### src/rtl/code_loader_pkg.sv
// Shared constants and state encoding for the boot-time code loader.
package code_loader_pkg;

  typedef logic [2:0] state_t;

  localparam state_t S_LEN  = 3'd0;
  localparam state_t S_DATA = 3'd1;
  localparam state_t S_CHK  = 3'd2;
  localparam state_t S_ACK  = 3'd3;
  localparam state_t S_NAK  = 3'd4;
  localparam state_t S_DONE = 3'd5;
  localparam state_t S_ERR  = 3'd6;

  localparam logic [7:0] ACK_DEFAULT = 8'hAA;
  localparam logic [7:0] NAK_DEFAULT = 8'h55;

  localparam int BIDX_W = 2;

endpackage

### src/rtl/code_loader_byte_to_word_packer.sv
// Big-endian byte-to-word packer: word_valid pulses combinationally with the
// 4th byte, and word presents the fully assembled value in that same cycle.
module byte_to_word_packer
  import code_loader_pkg::*;
(
  input  logic        clk,
  input  logic        rst,
  input  logic        in_valid,
  input  logic [7:0]  in_data,
  output logic [31:0] word,
  output logic        word_valid
);

  logic [BIDX_W-1:0] idx;
  logic [23:0]       sh;

  assign word       = {sh, in_data};
  assign word_valid = in_valid && (idx == {BIDX_W{1'b1}});

  always_ff @(posedge clk) begin
    if (rst) begin
      idx <= '0;
      sh  <= '0;
    end else if (in_valid) begin
      idx <= idx + 1'b1;
      sh  <= {sh[15:0], in_data};
    end
  end

endmodule

### src/rtl/code_loader.sv
// Boot loader: length header, data words into code memory, then ACK/NAK to host.
// Optional trailing XOR checksum byte enabled by CODE_LOADER_CHECKSUM_EN.
module code_loader
  import code_loader_pkg::*;
#(
  parameter int unsigned CODE_SIZE = 32767,
  parameter logic [31:0] BASE_ADDR = 32'd0,
  parameter logic [7:0]  ACK_BYTE  = ACK_DEFAULT,
  parameter logic [7:0]  NAK_BYTE  = NAK_DEFAULT
) (
  input  logic        clk,
  input  logic        rst,
  input  logic        rx_valid,
  input  logic [7:0]  rx_data,
  output logic        mem_we,
  output logic [31:0] mem_w_addr,
  output logic [31:0] mem_w_data,
  output logic        tx_valid,
  output logic [7:0]  tx_data,
  input  logic        tx_ready,
  output logic        cpu_hold,
  output logic        load_done,
  output logic        load_err
);

  localparam logic [31:0] MAX_WORDS = 32'(CODE_SIZE) + 32'd1 - BASE_ADDR;

`ifdef CODE_LOADER_CHECKSUM_EN
  localparam state_t S_POST_DATA = S_CHK;
  logic [7:0] chk;
`else
  localparam state_t S_POST_DATA = S_ACK;
`endif

  state_t      state;
  logic [31:0] len;
  logic [31:0] word_cnt;
  logic        pk_in_valid;
  logic        pk_valid;
  logic [31:0] pk_word;

  // One packer serves header and data: its index is back at 0 after the header.
  assign pk_in_valid = rx_valid && (state == S_LEN || state == S_DATA);

  byte_to_word_packer u_pack (
    .clk        (clk),
    .rst        (rst),
    .in_valid   (pk_in_valid),
    .in_data    (rx_data),
    .word       (pk_word),
    .word_valid (pk_valid)
  );

  always_ff @(posedge clk) begin
    if (rst) begin
      state      <= S_LEN;
      len        <= '0;
      word_cnt   <= '0;
      mem_we     <= 1'b0;
      mem_w_addr <= BASE_ADDR;
      mem_w_data <= '0;
      load_err   <= 1'b0;
`ifdef CODE_LOADER_CHECKSUM_EN
      chk        <= '0;
`endif
    end else begin
      mem_we <= 1'b0;
      case (state)
        S_LEN: if (pk_valid) begin
          len      <= pk_word;
          word_cnt <= '0;
          if (pk_word == 32'd0) state <= S_POST_DATA;
          else if (pk_word > MAX_WORDS) begin
            load_err <= 1'b1;
            state    <= S_NAK;
          end else state <= S_DATA;
        end
        S_DATA: begin
`ifdef CODE_LOADER_CHECKSUM_EN
          if (rx_valid) chk <= chk ^ rx_data;
`endif
          if (pk_valid) begin
            mem_we     <= 1'b1;
            mem_w_addr <= BASE_ADDR + word_cnt;
            mem_w_data <= pk_word;
            word_cnt   <= word_cnt + 32'd1;
            if (word_cnt == len - 32'd1) state <= S_POST_DATA;
          end
        end
`ifdef CODE_LOADER_CHECKSUM_EN
        S_CHK: if (rx_valid) begin
          if (rx_data == chk) state <= S_ACK;
          else begin
            load_err <= 1'b1;
            state    <= S_NAK;
          end
        end
`endif
        S_ACK: if (tx_ready) state <= S_DONE;
        S_NAK: if (tx_ready) state <= S_ERR;
        default: ;
      endcase
    end
  end

  always_comb begin
    tx_data = 8'h00;
    if (state == S_ACK) tx_data = ACK_BYTE;
    else if (state == S_NAK) tx_data = NAK_BYTE;
  end

  assign tx_valid  = (state == S_ACK) || (state == S_NAK);
  assign cpu_hold  = (state != S_DONE);
  assign load_done = (state == S_DONE);

endmodule

### config.mk
export PLATFORM = sky130hd
export DESIGN_NAME = code_loader
export DESIGN_NICKNAME = d
export VERILOG_FILES = /design/src/rtl/code_loader_pkg.sv /design/src/rtl/code_loader_byte_to_word_packer.sv /design/src/rtl/code_loader.sv
export SDC_FILE = /design/constraint.sdc
export NUM_CORES = 1
export LEC_CHECK = 0
export BUFFER_PORTS_ARGS = -buffer_cell sky130_fd_sc_hd__buf_2
export CAP_MARGIN = 20
export CORE_UTILIZATION = 45
export CTS_CLUSTER_SIZE = 12
export DETAILED_ROUTE_END_ITERATION = 10
export HOLD_SLACK_MARGIN = 0.12
export PLACE_DENSITY = 0.67
export SLEW_MARGIN = 20
export SYNTH_ARGS = -nofsm -noshare
export SYNTH_HDL_FRONTEND = slang
export SYNTH_SLANG_ARGS = --single-unit
### constraint.sdc
create_clock -name clk -period 2.41 [get_ports clk]
set_input_delay 0.241 -clock clk [delete_from_list [all_inputs] [get_ports clk]]
set_output_delay 0.241 -clock clk [all_outputs]
set_load 0.1 [all_outputs]
# --- Yosys cells after proc, flatten, opt, wreduce, memory -nomap -nowiden ---
# Index checks and enable logic that the tools add are counted.
totals:
  in_bits: 12
  mem_bits_ro: 0
  out_inout_bits: 77
  register_bits: 159
  latchBits: 0
  n_memories: 0
  mem_bits_rw: 0
classes:
  magnitude_cmp: 1
  n_mul: 0
  n_bitwise: 2
  add_sub_neg: 3
  shift: 0
  reduce_logical: 14
  n_mux: 14
  div: 0
  eq_ne: 12
ops:
  columns: ["op", "count"]
  rows:
  - ["$mux W32", 2]
  - ["$pmux W32 S2", 1]
  - ["$add A32 B1 Y32 const B", 1]
  - ["$eq A32 B32 Y1", 1]
  - ["$gt A32 B16 Y1 const B", 1]
  - ["$logic_not A32 Y1", 1]
  - ["$sub A32 B1 Y32 const B", 1]
  - ["$mux W3", 7]
  - ["$pmux W3 S4", 1]
  - ["$mux W8", 1]
  - ["$ne A2 B2 Y1 const B", 4]
  - ["$mux W7", 1]
  - ["$eq A3 B3 Y1 const B", 2]
  - ["$reduce_and A6 Y1", 1]
  - ["$reduce_and A2 Y1", 2]
  - ["$reduce_and A4 Y1", 1]
  - ["$reduce_bool A4 Y1", 1]
  - ["$eq A3 B1 Y1 const B", 1]
  - ["$eq A3 B2 Y1 const B", 1]
  - ["$logic_not A3 Y1", 1]
  - ["$ne A3 B3 Y1 const B", 1]
  - ["$reduce_and A3 Y1", 1]
  - ["$add A2 B1 Y2 const B", 1]
  - ["$eq A2 B2 Y1 const B", 1]
  - ["7 further kinds", 10]

# --- Longest topological paths before layout ---
# Gate-level depths: netlist of run 1.
depth:
  depth_word: 6
  depth_mapped: 10
  ltp_nobuf: 10

# --- By module ---
# A second synthesis of run 1 with hierarchy kept.
unflattened:
  cells_unflattened: 880
  area_unflattened_um2: 7120.6
by_module_without_submodules:
  columns: ["mod", "cells_per_inst", "area_per_inst_um2", "seq_area_each_um2", "n_inst"]
  rows:
  - ["code_loader", 786, 6097.1, 2662.6, 1]
  - ["byte_to_word_packer", 94, 1023.5, 520.5, 1]

# --- Worst setup path after synthesis of run 1 ---
# No wires, ideal clock.
synth_timing:
  path_kind: "reg-to-output"
  from: "register state[2]"
  to: "output port tx_valid"
  n_path_buf: 1
  stages_incl_launch_ff: 5
  required_ns: 2.169
  arrival_time_ns: 3.583
  path_slack_ns: -1.414
  path_cell_list: "dfxtp_1 > buf_2 > inv_1 > nor3_1 > or2_2"
synth_via:
  elab_chain_cells: 2
synth_lines:
  columns: ["item", "line_no", "text"]
  rows:
  - ["from (decl)", "code_loader.sv:35", "state_t state;"]
  - ["from (signal assigned)", "code_loader.sv:56", "state <= S_LEN;"]
  - ["from (signal assigned)", "code_loader.sv:72", "if (pk_word == 32'd0) state <= S_POST_DATA;"]
  - ["from (signal assigned)", "code_loader.sv:75", "state <= S_NAK;"]
  - ["$eq A3 B2 Y1 or $eq A3 B3 Y1 (tied branches)", "code_loader.sv:112", "assign tx_valid = (state == S_ACK) || (state == S_NAK);"]
  - ["$logic_or A1 B1 Y1 *", "code_loader.sv:112", null]
  - ["to (decl)", "code_loader.sv:18", "output logic tx_valid,"]
# Every way passes the cells marked *; elsewhere a longest branch is shown, timed or not.

# --- Worst setup path after layout of run 1 ---
layout_timing:
  from: "register len[0]"
  to: "register state[2]"
layout_via:
  elab_chain_cells: 4
layout_lines:
  columns: ["item", "line_no", "text"]
  rows:
  - ["from (decl)", "code_loader.sv:36", "logic [31:0] len;"]
  - ["from (signal assigned)", "code_loader.sv:70", "len <= pk_word;"]
  - ["$sub A32 B1 Y32", "code_loader.sv:87", "if (word_cnt == len - 32'd1) state <= S_POST_DATA;"]
  - ["$eq A32 B32 Y1", "code_loader.sv:87", null]
  - ["$ne A2 B1 Y1 (no line)", null, null]
  - ["$reduce_and A6 Y1 (no line)", null, null]
  - ["to (signal assigned)", "code_loader.sv:87", null]
  - ["to (signal assigned)", "code_loader.sv:99", "S_ACK: if (tx_ready) state <= S_DONE;"]
  - ["to (signal assigned)", "code_loader.sv:100", "S_NAK: if (tx_ready) state <= S_ERR;"]
# No other way between the ends.
# A chain may end at the register's enable or synchronous reset.

==> results of run 1 <==
-- where the power goes --
part	leakage [nW]	internal [mW]	total (mW)	switching (mW)
clock network	0.263	1.35	2.53	1.18
logic	1.95	0.116	0.289	0.173
registers	1.28	2.65	2.68	0.0289
total	3.50	4.11	5.50	1.38
-- final cells by class --
cell class                      instances  area (um^2)
Fill cell                            1518         6520
Multi-Input combinational cell        680         3850
Sequential cell                       159         3190
Timing Repair Buffer                  155         1010
Clock buffer                           18          429
Tap cell                              211          264
Clock inverter                         14          125
Inverter                               12         45.0
-- sequential cells by signal, indices dropped and copies added (netlist names) --
name / count
len: 32
mem_w_addr: 32
mem_w_data: 32
word_cnt: 32
u_pack.sh: 24
state: 3
u_pack.idx: 2
load_err: 1
mem_we: 1
-- metrics by stage --
step | power, mW | hold slack, ps | cells | setup WS, ps | setup TNS (ps)
after floorplan | 2.90 | 374 | 910 | 72.2 | 0
after global placement | 2.99 | 440 | 1203 | -105 | -162
after detailed placement | 2.99 | 444 | 1203 | -186 | -438
after CTS | 5.53 | 203 | 1247 | -92.9 | -158
after global routing | 5.68 | 235 | 1249 | -133 | -225
final | 5.50 | 220 | 1249 | -34.4 | -45.5
-- repair_timing --
| item | CTS | global route |
|---|---|---|
| pin swaps | 8 | 11 |
| setup buffers | 4 | 2 |
| gates resized for setup | 15 | 13 |
| hold buffers | 8 | 0 |
| hold endpoints to repair | 24 | 0 |
| setup endpoints to repair | 3 | 3 |
-- worst reg2reg max path, delay by kind of cell, from the launching register on --
family / cells / cell delay [ps]
compound gates: 3 / 590
simple gates: 5 / 1300
buf+inv: 1 / 150
flops: 1 / 320
-- worst min path at each step --
stage	start	slack, ps	to
after floorplan	rx_data[0]	370	len[0]
after global placement	mem_w_data[6]	440	mem_w_data[6]
after detailed placement	mem_w_addr[6]	440	mem_w_addr[6]
after CTS	rst	200	mem_we
after global routing	rst	230	len[0]
final	rst	220	len[3]
-- synthesized netlist by cell type (all sizes together) (2+ instances only) --
cell type	count	area share, %
o21ai	7	0.49
o2111ai	2	0.24
xnor2	37	4.5
o211ai	3	0.31
clkbuf	50	3.0
nand3	23	1.8
or3	6	0.59
ha	3	0.52
nand4b	3	0.36
and3	3	0.26
nor4b	2	0.33
nor2	59	3.1
or2	3	0.26
nor4	23	2.8
a21oi	134	9.3
a311oi	2	0.24
o31ai	2	0.21
nor3	17	1.6
mux2i	2	0.28
dfxtp	159	44
inv	12	0.62
o22ai	2	0.17
a2bb2oi	3	0.45
and4	4	0.50
nand4	15	1.9
a21o	2	0.23
a31oi	2	0.17
nor3b	3	0.54
and2	2	0.17
a41oi	2	0.24
o31a	3	0.38
nand2	263	14
buf	9	0.95
xor2	31	3.8
nand3b	2	0.21
or4	2	0.21
-- routing by layer --
layer | track usage [%] | vias up | part of all wire, %
li1 | - | 3300 | -
met1 | 31.5 | 3022 | 49
met2 | 35.3 | 153 | 45
met3 | 4.86 | 23 | 4.7
met4 | 8.17 | 0 | 1.6
met5 | 0 | - | 0
-- cells by family (layout without fill, tap and decap cells) --
kind of cell	Yosys count	after routing
compound gates	172	172
xor+xnor	68	68
fa+ha+maj	3	3
buf+inv	71	199
flops	159	159
mux	2	2
simple gates	435	435
==> summary.txt, run 1 <==
STA
  – Final setup skew: 12.4 ps
  – Maximum clock frequency: 409 MHz
  – Final period util: 101%
  – Final hold violation count: 0
  – Slew Limit Fails: 0
  – Worst setup margin: -34.4 ps
  – Setup violations, final: 2
  – Slew headroom: 62.4%
  – Min Tclk post-route: 2440 ps
  – Unrepaired setup endpoints after global routing: true
  – Worst slew pin tran: 564 ps

Placed design
  – Dpl cell area: 0.00810 mm^2
  – IO buf count: 88
  – Routability cong.: 0.850
  – Detail Placement HPWL: 12300 um

Critical path
  – Crit-path max cell delay: 430 ps
  – Required time of the critical path: 2750 ps
  – Top cell family by delay on the critical path: simple AND/OR/NAND/NOR gates
  – Worst setup path endpoint: state[2]
  – Worst endpoint data arrival time: 2790 ps
  – R2R Setup Slk: -30 ps
  – RR Startpoint: len[0]
  – Critical path's slowest cell: or3_4
  – Reg2Reg Depth: 9
  – Crit path launch type: register
  – Critical path buffers and inverters: 1
  – CP Capture Type: register
  – CP dominant cell by count: a311oi_1
  – Critical path type: register to register
  – Worst-path maximum fanout: 7
  – CP Depth: 9
  – Setup crit start: len[0]
  – RR Endpoint: state[2]
  – Cells along the critical path: buf_4 > nor4_4 > nand3_4 > or3_4 > nor4_2 > a311oi_1 > a2bb2oi_2 > nand3_1 > a311oi_1

Synth
  – Main combinational cell family by area after synthesis: simple AND/OR/NAND/NOR gates
  – Mux share of post-synthesis cell area: 0.277%
  – Main synth FF type: dfxtp_1
  – Syn_nets: 925
  – Post-Synth Simple-Gate Area: 28.8%
  – EDFF count, synth: 0
  – Mean post-synth cell area: 7.93 um^2
  – Post-Synthesis Cells: 910
  – Async SR Flop Fraction: 0%
  – Adder-cell share of the synthesized area: 0.520%
  – Synth Register Bits: 159
  – Synth warn: 0
  – Post-synthesis sequential area ratio: 44.1%
  – Synth Area in XOR/XNOR: 8.25%
  – Compound-Gate Fraction of Synth Area: 13.4%
  – Synth unique cells: 71
  – Synth Cell Area: 0.00722 mm^2

Detailed routing
  – DR WL/cell: 14.3 um
  – Routed vias: 6498
  – Final WL: 17900 um
  – Initial DRC count: 262
  – Final antenna-violating net count: 0
  – DRT Pass-1 Iters: 5
  – DRC: 0
  – Via density: 5.20

Floorplanning
  – Row count: 45
  – Die area: 0.0166 mm^2
  – Die W: 129 um
  – Core Region: 0.0154 mm^2
  – Starting Density: 46.8%
  – Num ports: 89
  – Chip Height: 129 um

CTS
  – Clock Sinks: 159
  – CTS tree: built
  – Root Buffer: clkbuf_16
  – TritonCTS Buffers: 17
  – H-tree levels: 4
  – CTS max path bufs: 2
  – Worst-path clk slew: 70 ps
  – Clock latency on the worst-skew pair: 440 ps

Worst hold path
  – Hold Path Depth: 2
  – Min-Delay Path Class: primary input to register

GRT
  – Vias in the first global route: 5880
  – Gr usage total: 22.9%
  – First-pass GRT wire length: 29900 um
  – Largest net degree at the start of global routing: 66
  – Antenna violations before repair: 0
  – GRT overflow: 0

Outcome
  – Outcome: finished, violations left
  – Failing checks: setup timing

Final layout
  – Area Overhead vs Synth: 23.4%
  – Most frequent cells in the layout: nand2_1 (262), dfxtp_1 (155), a21oi_1 (133)
  – Inserted Diodes: 0
  – Util after Layout: 57.7%
  – Nets@finish: 1040
  – Commonest non-fill, non-tap cell in the layout: nand2_1
  – Layout cell share with drive strength beyond 1: 22.1%
  – Design Area, Final: 0.00891 mm^2

Power and ir drop
  – Pwr Density: 617 mW/mm^2
  – Static Leakage: 3.50 nW
  – Peak supply drop: 0.498 mV

Flow run
  – Max Cap Viol: 0
No activity file was read; power rests on OpenSTA's default activity.
==> run 2, diff against run 1 <==
Settings changed: BUFFER_PORTS_ARGS -buffer_cell sky130_fd_sc_hd__buf_2 to unset, DONT_BUFFER_PORTS set to 1, PLACE_DENSITY 0.67 to unset.
==> summary.txt, run 2 (synthesis gave the netlist of run 1 again) <==
Detailed routing
  – Routed vias: 6701 (+3.1%)
  – Final antenna-violating net count: 0 (unchanged)
  – DRT Pass-1 Iters: 6 (+1)
  – DRC: 0 (unchanged)
  – Initial DRC count: 403 (+54%)
  – Final WL: 20700 um (+16%)
  – Via density: 5.31 (+2.0%)
  – DR WL/cell: 16.4 um (+15%)

GRT
  – Vias in the first global route: 6376 (+8.4%)
  – Gr usage total: 24.8% (+2.0 points)
  – GRT overflow: 0 (unchanged)
  – Largest net degree at the start of global routing: 118 (+79%)
  – First-pass GRT wire length: 32200 um (+7.9%)
  – Antenna violations before repair: 0 (unchanged)

Power and ir drop
  – Static Leakage: 3.64 nW (+4.0%)
  – Total power: 5.66 mW (+3.0%)
  – Pwr Density: 599 mW/mm^2 (-3.0%)
  – Peak supply drop: 0.670 mV (+35%)

Critical path
  – Critical path buffers and inverters: 3 (+2)
  – RR Endpoint: state[2]
  – Setup crit start: len[1]
  – Required time of the critical path: 2740 ps (about the same)
  – CP dominant cell by count: buf_4
  – CP Capture Type: register
  – CP Depth: 10 (+1)
  – Reg2Reg Depth: 10 (+1)
  – Crit-path max cell delay: 330 ps (-100 ps)
  – Worst endpoint data arrival time: 2830 ps (+40 ps)
  – Critical path's slowest cell: dfxtp_2
  – Crit path launch type: register
  – Cells along the critical path: buf_6 > nor4_4 > buf_4 > nand3_4 > buf_4 > o31ai_1 > nand4_1 > nor4_2 > nand3_1 > a311oi_1
  – R2R Setup Slk: -90 ps (-50 ps)
  – Critical path type: register to register
  – Worst-path maximum fanout: 5 (-2)
  – Top cell family by delay on the critical path: simple AND/OR/NAND/NOR gates
  – RR Startpoint: len[1]

STA
  – Slew Limit Fails: 0 (unchanged)
  – Final setup skew: 11.5 ps (-0.928 ps)
  – Final hold violation count: 0 (unchanged)
  – Min Tclk post-route: 2500 ps (+53.9 ps)
  – Worst slew pin tran: 927 ps (+363 ps)
  – Unrepaired setup endpoints after global routing: true
  – Worst hold slack: 141 ps (-79.3 ps)
  – Final period util: 104% (+2.2 points)
  – Slew headroom: 38.1% (-24 points)
  – Worst setup margin: -88.3 ps (-53.9 ps)
  – Maximum clock frequency: 400 MHz (-2.2%)
  – Setup violations, final: 3 (+1)

CTS
  – Worst-path clk slew: 60 ps (about the same)
  – Root Buffer: clkbuf_16
  – TritonCTS Buffers: 17 (unchanged)
  – CTS max path bufs: 2 (unchanged)
  – Clock latency on the worst-skew pair: 430 ps (about the same)
  – Clock Sinks: 159 (unchanged)
  – H-tree levels: 4 (unchanged)
  – CTS tree: built

Floorplanning
  – Starting Density: 46.8% (unchanged)
  – Chip Height: 129 um (unchanged)
  – Num ports: 89 (unchanged)
  – Die W: 129 um (unchanged)
  – Row count: 45 (unchanged)
  – Core Region: 0.0154 mm^2 (unchanged)
  – Die area: 0.0166 mm^2 (unchanged)

Worst hold path
  – Min-Delay Path Class: primary input to register
  – Worst Hold Path EP: state[1]
  – Hold Path Depth: 3 (+1)
  – Worst hold start: rst

Flow run
  – Max Cap Viol: 0 (unchanged)

Placed design
  – Detail Placement HPWL: 13500 um (+9.5%)
  – Inst Count DP: 1192 (-0.91%)
  – IO buf count: 0 (-100%)
  – Routability cong.: 0.865 (+1.8%)
  – Dpl cell area: 0.00828 mm^2 (+2.3%)

Final layout
  – Area Overhead vs Synth: 31.0%
  – Fin cells: 1263 (+1.1%)
  – Design Area, Final: 0.00946 mm^2 (+6.2%)
  – Most frequent cells in the layout: nand2_1 (262), dfxtp_1 (155), a21oi_1 (133), buf_4 (133), nor2_1 (54)
  – Nets@finish: 1055 (+1.4%)
  – Layout cell share with drive strength beyond 1: 22.4% (+0.37 points)
  – Fill count: 1382 (-9.0%)
  – Commonest non-fill, non-tap cell in the layout: nand2_1
  – Util after Layout: 61.3% (+3.6 points)
  – Inserted Diodes: 0 (unchanged)

Outcome
  – Outcome: finished, violations left
  – Failing checks: setup timing
[run 2: what timing repair did]
item,CTS,global route
hold endpoints to repair,128,0
pin swaps,22,14
gates resized for setup,24,13
endpoints found under the setup margin,3,13
gates cloned,0,3
buffers inserted,9,6
hold buffers,22,0
[run 2: how the worst max path moves through the flow]
stage	to	slack [ps]
after floorplan	state[0]	70
after global placement	state[0]	-220
after detailed placement	state[0]	-290
after CTS	state[0]	-30
after global routing	state[2]	-240
final	state[2]	-90
[run 2: layout make-up]
cell class              instances  area [um^2]  area share, %
clock inverters                13          156           1.65
repair buffers                170         1520           16.1
multi-input cells             680         3860           40.8
well taps                     211          264           2.79
clock buffers                  18          429           4.54
inverters                      12         45.0          0.476
flip-flops and latches        159         3190           33.7
[run 2: worst reg2reg max path: cells and delay by family, from the launching register on]
kind	cells	cell delay, ps
AO/OA/AOI/OAI	2	580
buffers and inverters	3	470
flip-flops	1	330
AND/OR/NAND/NOR	5	1020
[run 2: per-layer routing]
layer	wire [um]	vias up	part of all wire [%]	global-route usage, %
met3	917	35	4.4	4.57
met4	372	0	1.8	8.58
li1	-	3332	-	-
met2	9590	189	46	39.6
met5	0	-	0	0
met1	9850	3145	48	33.8
[run 2: metrics by stage]
stage          TNS, ps  worst slack (ps)
2_1_floorplan        0              72.2
3_3_place_gp      -459              -221
3_5_place_dp      -695              -295
4_1_cts          -57.5             -32.3
5_1_grt           -493              -244
6_report          -178             -88.3
[run 2: power breakdown]
part,total (mW),leakage [nW],switching [mW],internal [mW]
clock network,2.69,0.291,1.14,1.55
logic,0.294,2.06,0.168,0.125
registers,2.68,1.29,0.0295,2.65
